<file path="config.mk">
export PLATFORM = sky130hd
export DESIGN_NAME = gb_mbc_mapper_flat
export DESIGN_NICKNAME = d
export VERILOG_FILES = /design/src/rtl/gb_mbc_mapper_if.sv /design/src/rtl/gb_mbc_mapper.sv /design/src/flat_wrapper.sv
export SDC_FILE = /design/constraint.sdc
export NUM_CORES = 1
export LEC_CHECK = 0
export ABC_AREA = 0
export CAP_MARGIN = 20
export CORE_MARGIN = 1.5
export CORE_UTILIZATION = 30
export CTS_BUF_LIST = sky130_fd_sc_hd__clkbuf_4 sky130_fd_sc_hd__clkbuf_8 sky130_fd_sc_hd__clkbuf_16
export DETAILED_ROUTE_END_ITERATION = 8
export GPL_ROUTABILITY_DRIVEN = 0
export MAX_ROUTING_LAYER = met4
export PLACE_DENSITY = 0.49
export RECOVER_POWER = 25
export SLEW_MARGIN = 20
export SYNTH_ARGS = -nofsm -noshare
export SYNTH_HDL_FRONTEND = slang
export SYNTH_SLANG_ARGS = --single-unit
</file>
<file path="constraint.sdc">
create_clock -name CLK -period 1.9 [get_ports CLK]
set_input_delay 0.38 -clock CLK [delete_from_list [all_inputs] [get_ports CLK]]
set_output_delay 0.38 -clock CLK [all_outputs]
set_load 0.05 [all_outputs]
</file>
<file path="src/rtl/gb_mbc_mapper_if.sv">
// Cartridge-side bus of the Game Boy bank mapper: raw Game Boy strobes/address/data in,
// memory chip address lines, selects and RTC read data out.
interface gb_mbc_mapper_if #(
  parameter int ROM_BANK_W = 9,
  parameter int RAM_BANK_W = 4
);
  logic [3:0]            GB_A;
  logic [7:0]            GB_D;
  logic                  GB_WR;
  logic                  GB_RD;
  logic                  RTC_TICK;
  logic [ROM_BANK_W-1:0] ROM_A;
  logic [RAM_BANK_W-1:0] RAM_A;
  logic                  ROM_CS;
  logic                  RAM_CS;
  logic                  DDIR;
  logic                  RTC_OE;
  logic [7:0]            RTC_DOUT;

  modport master (
    output GB_A, GB_D, GB_WR, GB_RD, RTC_TICK,
    input  ROM_A, RAM_A, ROM_CS, RAM_CS, DDIR, RTC_OE, RTC_DOUT
  );

  modport slave (
    input  GB_A, GB_D, GB_WR, GB_RD, RTC_TICK,
    output ROM_A, RAM_A, ROM_CS, RAM_CS, DDIR, RTC_OE, RTC_DOUT
  );
endinterface

</file>
<file path="src/rtl/gb_mbc_mapper.sv">
// Clocked MBC1/MBC3/MBC5 bank controller: bus writes are synchronised and committed on WR rising,
// registers update 3 CLK after GB_WR rises; chip selects and DDIR are combinational from the raw bus.
module gb_mbc_mapper #(
  parameter int MODE       = 5,
  parameter int ROM_BANK_W = 9,
  parameter int RAM_BANK_W = 4
) (
  input  logic CLK,
  input  logic GB_RST,
  gb_mbc_mapper_if.slave bus
);

  typedef enum logic {LAT_IDLE, LAT_ARMED} lat_st_e;

  logic                  wr_s1_q, wr_s2_q, wr_s3_q;
  logic [3:0]            a_s1_q, a_s2_q, a_cap_q;
  logic [7:0]            d_s1_q, d_s2_q, d_cap_q;

  logic [8:0]            rom_bank_q, rom_bank_d;
  logic [RAM_BANK_W-1:0] ram_bank_q, ram_bank_d;
  logic [1:0]            bank_hi_q, bank_hi_d;
  logic                  ram_en_q, ram_en_d;
  logic                  mbc1_mode_q, mbc1_mode_d;
  logic [3:0]            rtc_sel_q, rtc_sel_d;
  lat_st_e               lat_st_q, lat_st_d;

  logic [5:0]            sec_q, sec_d, min_q, min_d;
  logic [4:0]            hour_q, hour_d;
  logic [8:0]            day_q, day_d;
  logic                  halt_q, halt_d, carry_q, carry_d;
  logic [5:0]            lsec_q, lsec_d, lmin_q, lmin_d;
  logic [4:0]            lhour_q, lhour_d;
  logic [8:0]            lday_q, lday_d;
  logic                  lhalt_q, lhalt_d, lcarry_q, lcarry_d;

  logic                  commit, rtc_wr, latch_fire;
  logic                  is_ram_win, rtc_active;
  logic [8:0]            rom_hi_win, rom_lo_win;
  logic [7:0]            rtc_mux;

  always_ff @(posedge CLK) begin
    if (!GB_RST) begin
      wr_s1_q     <= 1'b1;
      wr_s2_q     <= 1'b1;
      wr_s3_q     <= 1'b1;
      a_s1_q      <= '0;
      a_s2_q      <= '0;
      a_cap_q     <= '0;
      d_s1_q      <= '0;
      d_s2_q      <= '0;
      d_cap_q     <= '0;
      rom_bank_q  <= 9'd1;
      ram_bank_q  <= '0;
      bank_hi_q   <= '0;
      ram_en_q    <= 1'b0;
      mbc1_mode_q <= 1'b0;
      rtc_sel_q   <= '0;
      lat_st_q    <= LAT_IDLE;
      sec_q       <= '0;
      min_q       <= '0;
      hour_q      <= '0;
      day_q       <= '0;
      halt_q      <= 1'b0;
      carry_q     <= 1'b0;
      lsec_q      <= '0;
      lmin_q      <= '0;
      lhour_q     <= '0;
      lday_q      <= '0;
      lhalt_q     <= 1'b0;
      lcarry_q    <= 1'b0;
    end else begin
      wr_s1_q     <= bus.GB_WR;
      wr_s2_q     <= wr_s1_q;
      wr_s3_q     <= wr_s2_q;
      a_s1_q      <= bus.GB_A;
      a_s2_q      <= a_s1_q;
      d_s1_q      <= bus.GB_D;
      d_s2_q      <= d_s1_q;
      // a/d are still stable in the cycles following the last synchronised-low WR sample
      if (!wr_s2_q) begin
        a_cap_q <= a_s2_q;
        d_cap_q <= d_s2_q;
      end
      rom_bank_q  <= rom_bank_d;
      ram_bank_q  <= ram_bank_d;
      bank_hi_q   <= bank_hi_d;
      ram_en_q    <= ram_en_d;
      mbc1_mode_q <= mbc1_mode_d;
      rtc_sel_q   <= rtc_sel_d;
      lat_st_q    <= lat_st_d;
      sec_q       <= sec_d;
      min_q       <= min_d;
      hour_q      <= hour_d;
      day_q       <= day_d;
      halt_q      <= halt_d;
      carry_q     <= carry_d;
      lsec_q      <= lsec_d;
      lmin_q      <= lmin_d;
      lhour_q     <= lhour_d;
      lday_q      <= lday_d;
      lhalt_q     <= lhalt_d;
      lcarry_q    <= lcarry_d;
    end
  end

  assign commit = wr_s2_q & ~wr_s3_q;

  always_comb begin
    rom_bank_d  = rom_bank_q;
    ram_bank_d  = ram_bank_q;
    bank_hi_d   = bank_hi_q;
    ram_en_d    = ram_en_q;
    mbc1_mode_d = mbc1_mode_q;
    rtc_sel_d   = rtc_sel_q;
    lat_st_d    = lat_st_q;
    rtc_wr      = 1'b0;
    latch_fire  = 1'b0;
    if (commit) begin
      case (a_cap_q)
        4'h0, 4'h1: ram_en_d = (d_cap_q[3:0] == 4'hA);
        4'h2, 4'h3: begin
          if (MODE == 5) begin
            if (a_cap_q == 4'h2) rom_bank_d[7:0] = d_cap_q;
            else                 rom_bank_d[8]   = d_cap_q[0];
          end else if (MODE == 1) begin
            rom_bank_d = {4'b0, (d_cap_q[4:0] == 5'd0) ? 5'd1 : d_cap_q[4:0]};
          end else begin
            rom_bank_d = {2'b0, (d_cap_q[6:0] == 7'd0) ? 7'd1 : d_cap_q[6:0]};
          end
        end
        4'h4, 4'h5: begin
          if (MODE == 5) begin
            ram_bank_d = d_cap_q[RAM_BANK_W-1:0];
          end else if (MODE == 1) begin
            bank_hi_d = d_cap_q[1:0];
          end else if (d_cap_q <= 8'h03) begin
            ram_bank_d = RAM_BANK_W'(d_cap_q[1:0]);
            rtc_sel_d  = 4'h0;
          end else if (d_cap_q >= 8'h08 && d_cap_q <= 8'h0C) begin
            rtc_sel_d = d_cap_q[3:0];
          end
        end
        4'h6, 4'h7: begin
          if (MODE == 1) begin
            mbc1_mode_d = d_cap_q[0];
          end else if (MODE == 3) begin
            if (lat_st_q == LAT_IDLE) begin
              if (d_cap_q == 8'h00) lat_st_d = LAT_ARMED;
            end else begin
              lat_st_d   = LAT_IDLE;
              latch_fire = (d_cap_q == 8'h01);
            end
          end
        end
        4'hA, 4'hB: rtc_wr = (MODE == 3) && ram_en_q && (rtc_sel_q != 4'h0);
        default: ;
      endcase
    end
  end

  always_comb begin
    sec_d   = sec_q;
    min_d   = min_q;
    hour_d  = hour_q;
    day_d   = day_q;
    halt_d  = halt_q;
    carry_d = carry_q;
    // a bus write to a live register takes priority and swallows a coincident tick
    if (rtc_wr) begin
      case (rtc_sel_q)
        4'h8: sec_d  = d_cap_q[5:0];
        4'h9: min_d  = d_cap_q[5:0];
        4'hA: hour_d = d_cap_q[4:0];
        4'hB: day_d[7:0] = d_cap_q;
        4'hC: begin
          day_d[8] = d_cap_q[0];
          halt_d   = d_cap_q[6];
          carry_d  = d_cap_q[7];
        end
        default: ;
      endcase
    end else if ((MODE == 3) && bus.RTC_TICK && !halt_q) begin
      if (sec_q != 6'd59) begin
        sec_d = sec_q + 6'd1;
      end else begin
        sec_d = '0;
        if (min_q != 6'd59) begin
          min_d = min_q + 6'd1;
        end else begin
          min_d = '0;
          if (hour_q != 5'd23) begin
            hour_d = hour_q + 5'd1;
          end else begin
            hour_d = '0;
            if (day_q != 9'd511) begin
              day_d = day_q + 9'd1;
            end else begin
              day_d   = '0;
              carry_d = 1'b1;
            end
          end
        end
      end
    end
  end

  always_comb begin
    lsec_d   = lsec_q;
    lmin_d   = lmin_q;
    lhour_d  = lhour_q;
    lday_d   = lday_q;
    lhalt_d  = lhalt_q;
    lcarry_d = lcarry_q;
    if (latch_fire) begin
      lsec_d   = sec_q;
      lmin_d   = min_q;
      lhour_d  = hour_q;
      lday_d   = day_q;
      lhalt_d  = halt_q;
      lcarry_d = carry_q;
    end
  end

  always_comb begin
    rtc_mux = 8'h00;
    case (rtc_sel_q)
      4'h8: rtc_mux = {2'b0, lsec_q};
      4'h9: rtc_mux = {2'b0, lmin_q};
      4'hA: rtc_mux = {3'b0, lhour_q};
      4'hB: rtc_mux = lday_q[7:0];
      4'hC: rtc_mux = {lcarry_q, lhalt_q, 5'b0, lday_q[8]};
      default: ;
    endcase
  end

  assign is_ram_win = (bus.GB_A == 4'hA) || (bus.GB_A == 4'hB);
  assign rtc_active = (MODE == 3) && (rtc_sel_q != 4'h0);

  assign rom_hi_win = (MODE == 1) ? {2'b0, bank_hi_q, rom_bank_q[4:0]} : rom_bank_q;
  assign rom_lo_win = ((MODE == 1) && mbc1_mode_q) ? {2'b0, bank_hi_q, 5'b0} : 9'd0;

  assign bus.ROM_A    = ROM_BANK_W'(bus.GB_A[2] ? rom_hi_win : rom_lo_win);
  assign bus.RAM_A    = (MODE == 1) ? (mbc1_mode_q ? RAM_BANK_W'(bank_hi_q) : '0) : ram_bank_q;
  assign bus.ROM_CS   = ~(!bus.GB_A[3] && GB_RST);
  assign bus.RAM_CS   = ~(is_ram_win && ram_en_q && !rtc_active && GB_RST);
  assign bus.RTC_OE   = is_ram_win && ram_en_q && rtc_active && !bus.GB_RD;
  assign bus.DDIR     = !bus.GB_RD && bus.GB_WR && (!bus.ROM_CS || !bus.RAM_CS || bus.RTC_OE);
  assign bus.RTC_DOUT = (MODE == 3) ? rtc_mux : 8'h00;

endmodule

</file>
<file path="src/flat_wrapper.sv">
// flat-port wrapper written by rule: the top's interface ports become plain ports
module gb_mbc_mapper_flat 
#(
  parameter int MODE       = 5,
  parameter int ROM_BANK_W = 9,
  parameter int RAM_BANK_W = 4
)
  (CLK, GB_RST, bus_GB_A, bus_GB_D, bus_GB_WR, bus_GB_RD, bus_RTC_TICK, bus_ROM_A, bus_RAM_A, bus_ROM_CS, bus_RAM_CS, bus_DDIR, bus_RTC_OE, bus_RTC_DOUT);
  gb_mbc_mapper_if #(.ROM_BANK_W(ROM_BANK_W), .RAM_BANK_W(RAM_BANK_W)) bus_i ();
  input  logic CLK;
  input  logic GB_RST;
  input wire logic [$bits(bus_i.GB_A)-1:0] bus_GB_A;
  input wire logic [$bits(bus_i.GB_D)-1:0] bus_GB_D;
  input wire logic [$bits(bus_i.GB_WR)-1:0] bus_GB_WR;
  input wire logic [$bits(bus_i.GB_RD)-1:0] bus_GB_RD;
  input wire logic [$bits(bus_i.RTC_TICK)-1:0] bus_RTC_TICK;
  output wire logic [$bits(bus_i.ROM_A)-1:0] bus_ROM_A;
  output wire logic [$bits(bus_i.RAM_A)-1:0] bus_RAM_A;
  output wire logic [$bits(bus_i.ROM_CS)-1:0] bus_ROM_CS;
  output wire logic [$bits(bus_i.RAM_CS)-1:0] bus_RAM_CS;
  output wire logic [$bits(bus_i.DDIR)-1:0] bus_DDIR;
  output wire logic [$bits(bus_i.RTC_OE)-1:0] bus_RTC_OE;
  output wire logic [$bits(bus_i.RTC_DOUT)-1:0] bus_RTC_DOUT;
  assign bus_i.GB_A = bus_GB_A;
  assign bus_i.GB_D = bus_GB_D;
  assign bus_i.GB_WR = bus_GB_WR;
  assign bus_i.GB_RD = bus_GB_RD;
  assign bus_i.RTC_TICK = bus_RTC_TICK;
  assign bus_ROM_A = bus_i.ROM_A;
  assign bus_RAM_A = bus_i.RAM_A;
  assign bus_ROM_CS = bus_i.ROM_CS;
  assign bus_RAM_CS = bus_i.RAM_CS;
  assign bus_DDIR = bus_i.DDIR;
  assign bus_RTC_OE = bus_i.RTC_OE;
  assign bus_RTC_DOUT = bus_i.RTC_DOUT;
  gb_mbc_mapper #(.MODE(MODE), .ROM_BANK_W(ROM_BANK_W), .RAM_BANK_W(RAM_BANK_W)) u_core (.CLK(CLK), .GB_RST(GB_RST), .bus(bus_i));
endmodule
</file>
==> impl_results.md <==
- Crit-path cells: clkdlybuf4s50_1
- Mux cell area share after synthesis: 11.98%
- Final cycle utilization of the critical path: 95.97%
- Worst Reg-to-Reg Cells: 4
- R2r startpoint: u_core.a_cap_q[2]
- Vias in the first global route: 1160
- Largest net degree at the start of global routing: 36
- Post-synthesis xor/xnor area fraction: 0%
- Worst hold path type: input pin to flip-flop
- Die Area: 6896 um2
- Cell family with most CP delay: buffers and inverters
- Layout Nets: 231
- Syn Std Cell Area: 1922 um2
- Post-route cell area: 2464 um2
- Commonest cells after routing, fill and taps aside: dfxtp_1 (53), and2_1 (28), mux2i_1 (23)
- TritonCTS buffer count: 5
- Startpoint types: flip-flop
- First-pass GRT wire length: 5437 um
- Number of max-cap violations: 0
- Total congestion overflow: 0
- Remaining antenna violation count after routing: 0
- Leakage: 1.006 nW
- Post-synthesis simple-gate area fraction: 24.02%
- Hold Fails Final Rpt: 0
- IO Pins: 42
- Critical Path RT: 1.52 ns
- Synth Register Bits: 53
- Routed len/inst: 10.46 um
- CP Class: flip-flop to primary output
- Antenna violations before repair: 0
- Via density per instance: 4.111
- Max incr delay on CP: 0.80 ns
- Filler cells: 606
- Placement Cell Area: 2376 um2
- Outcome: completed
- Drt first pass iters: 4
- Core box area: 6061 um2
- Fraction of layout cells with a size suffix above 1: 13.08%
- Maximum fanout along the worst path: 2
- Placed Instances: 282
- Max_slew headroom: 44.89%
- Largest family of logic cells by synthesized area: simple AND/OR/NAND/NOR gates
- Htree depth: 2
- CTS root buf: clkbuf_8
- N_diodes: 0
- Hold Crit Start: bus_GB_A[1]
- Clk_lat worst skew: 0.30 ns
- Iteration-0 DRC count of the detailed router: 27
- Final Critical Period: 1.823 ns
- Area Growth Syn to Fin: 28.19%
- Port Buffers: 31
- Setup bufs post-CTS: 0
- Slowest cell on the critical path: clkdlybuf4s50_1
- Hold worst-path end: u_core.a_s1_q[1]
- Final setup viols: 0
- Compound-Gate Fraction of Synth Area: 2.214%
- Commonest non-fill, non-tap cell in the layout: dfxtp_1
- Die height: 83.04 um
- Final core utilization: 40.65%
- WL final: 3023 um
- YS warnings: 0
- CTS tree: done
- RSZ-0062 raised after global routing: no
- Actual slew at the worst max-slew pin: 0.8267 ns
- All-Layer GR Usage: 10.05%
- Syn Inst Count: 183
- Cts repair resizes: 0
- Sequential area share after synthesis: 55.21%
- Reg-to-reg setup timing slack: 0.33 ns
- DP HPWL: 2139 um
- Fmax: 548.4 MHz
- Avg Cell Area, Syn: 10.50 um2
- Starting Density: 31.71%
- Crit path capture type: primary output
- Unique cell type count in the Yosys netlist: 22
- CP bufs+invs: 1
- Pwr per Cell Area: 782.5 nW/um2
- Worst Skew: 0.01058 ns
- Hold-fix buffers at CTS: 0
- Max Slew Vio Count: 0
- Reg clk slew, reported paths: 0.09 ns
- Clock buffer depth: 2
- Post-route insts no fill: 289
- Reg2Reg Capture Point: u_core.rom_bank_q[4]
- Die X: 83.04 um
- DRC Markers: 0
- Std-Cell Rows: 28
- CTS Sinks: 53
- Worst Hold Depth: 2
- Vias: 1188
- Arrival time at the worst endpoint: 1.44 ns
- VDD IR max: 0.3831 mV
- Post-synthesis adder-cell area fraction: 0%
## power breakdown
part / internal [mW] / leakage [nW] / switching [mW]
clock network: 0.288 / 0.0433 / 0.339
logic: 0.0637 / 0.529 / 0.0900
registers: 1.14 / 0.433 / 0.00759
total: 1.49 / 1.01 / 0.437
## sequential cells by signal (all words and copies together), names as in the netlist
| register | count |
|---|---|
| u_core.a_cap_q | 4 |
| u_core.a_s1_q | 4 |
| u_core.a_s2_q | 4 |
| u_core.bus.RAM_A | 4 |
| u_core.d_cap_q | 8 |
| u_core.d_s1_q | 8 |
| u_core.d_s2_q | 8 |
| u_core.ram_en_q | 1 |
| u_core.rom_bank_q | 9 |
| u_core.wr_s1_q | 1 |
| u_core.wr_s2_q | 1 |
| u_core.wr_s3_q | 1 |
## worst reg2reg max path: stages, from the launching register on
cell	delay (ns)
dfxtp_1	0.34
or4b_4	0.56
nor3b_2	0.19
buf_4	0.22
mux2i_1	0.20
## worst max path at each step
stage	startpoint	to	slack [ns]	cells past startpoint
6_report	u_core.bus.RAM_A[0]	bus_RAM_A[0]	0.08	1
5_1_grt	u_core.bus.RAM_A[2]	bus_RAM_A[2]	0.03	1
4_1_cts	bus_GB_A[1]	bus_DDIR	0.05	5
3_5_place_dp	bus_GB_A[1]	bus_DDIR	0.05	5
3_3_place_gp	bus_GB_A[1]	bus_DDIR	0.07	5
2_1_floorplan	GB_RST	bus_DDIR	-0.22	4
## per-stage QoR
| stage | hold WS [ns] | setup TNS, ns | power (mW) | worst slack [ns] |
|---|---|---|---|---|
| after floorplan | 0.3863 | -0.2172 | 1.295 | -0.2172 |
| after global placement | 0.3996 | 0 | 1.328 | 0.07329 |
| after detailed placement | 0.4070 | 0 | 1.330 | 0.04685 |
| after CTS | 0.3762 | 0 | 1.969 | 0.04685 |
| after global routing | 0.3175 | 0 | 2.030 | 0.02645 |
| final | 0.3309 | 0 | 1.928 | 0.07660 |
## cell usage after synthesis (all sizes together)
cell type	number	area, um2
nor2b	13	81.33
or4b	1	13.76
clkbuf	8	30.03
nor4b	1	8.760
nor3b	1	12.51
buf	12	88.83
nand2b	6	37.54
a21oi	2	10.01
o211ai	1	7.510
a41o	1	10.01
conb	1	3.750
inv	1	3.750
o31ai	1	7.510
mux2i	23	230.2
and2	33	206.5
nand4b	1	8.760
a21boi	1	7.510
dfxtp	53	1061
nand2	22	82.58
nor4bb	1	10.01
## layer usage
metal | GRT usage (%) | vias to the layer above | routed length (um)
met3 | 3.579 | 5 | 166
met2 | 15.45 | 26 | 1401
met4 | 4.091 | 0 | 52
met1 | 11.99 | 532 | 1402
met5 | - | - | 0
li1 | - | 625 | -
## logic make-up after synthesis
family	after synthesis
buf+inv	21
other cells	1
mux	23
flops	53
simple gates	79
compound gates	6
## area by class of cell
type	instances	area, um2	share of cell area [%]
Inverter	1	3.754	0.1524
Timing Repair Buffer	36	432.9	17.57
Clock inverter	1	7.507	0.3047
Multi-Input combinational cell	117	782.0	31.74
Sequential cell	53	1061	43.07
Tap cell	75	93.84	3.809
Clock buffer	6	82.58	3.352
(Power assumes the default switching activity.)
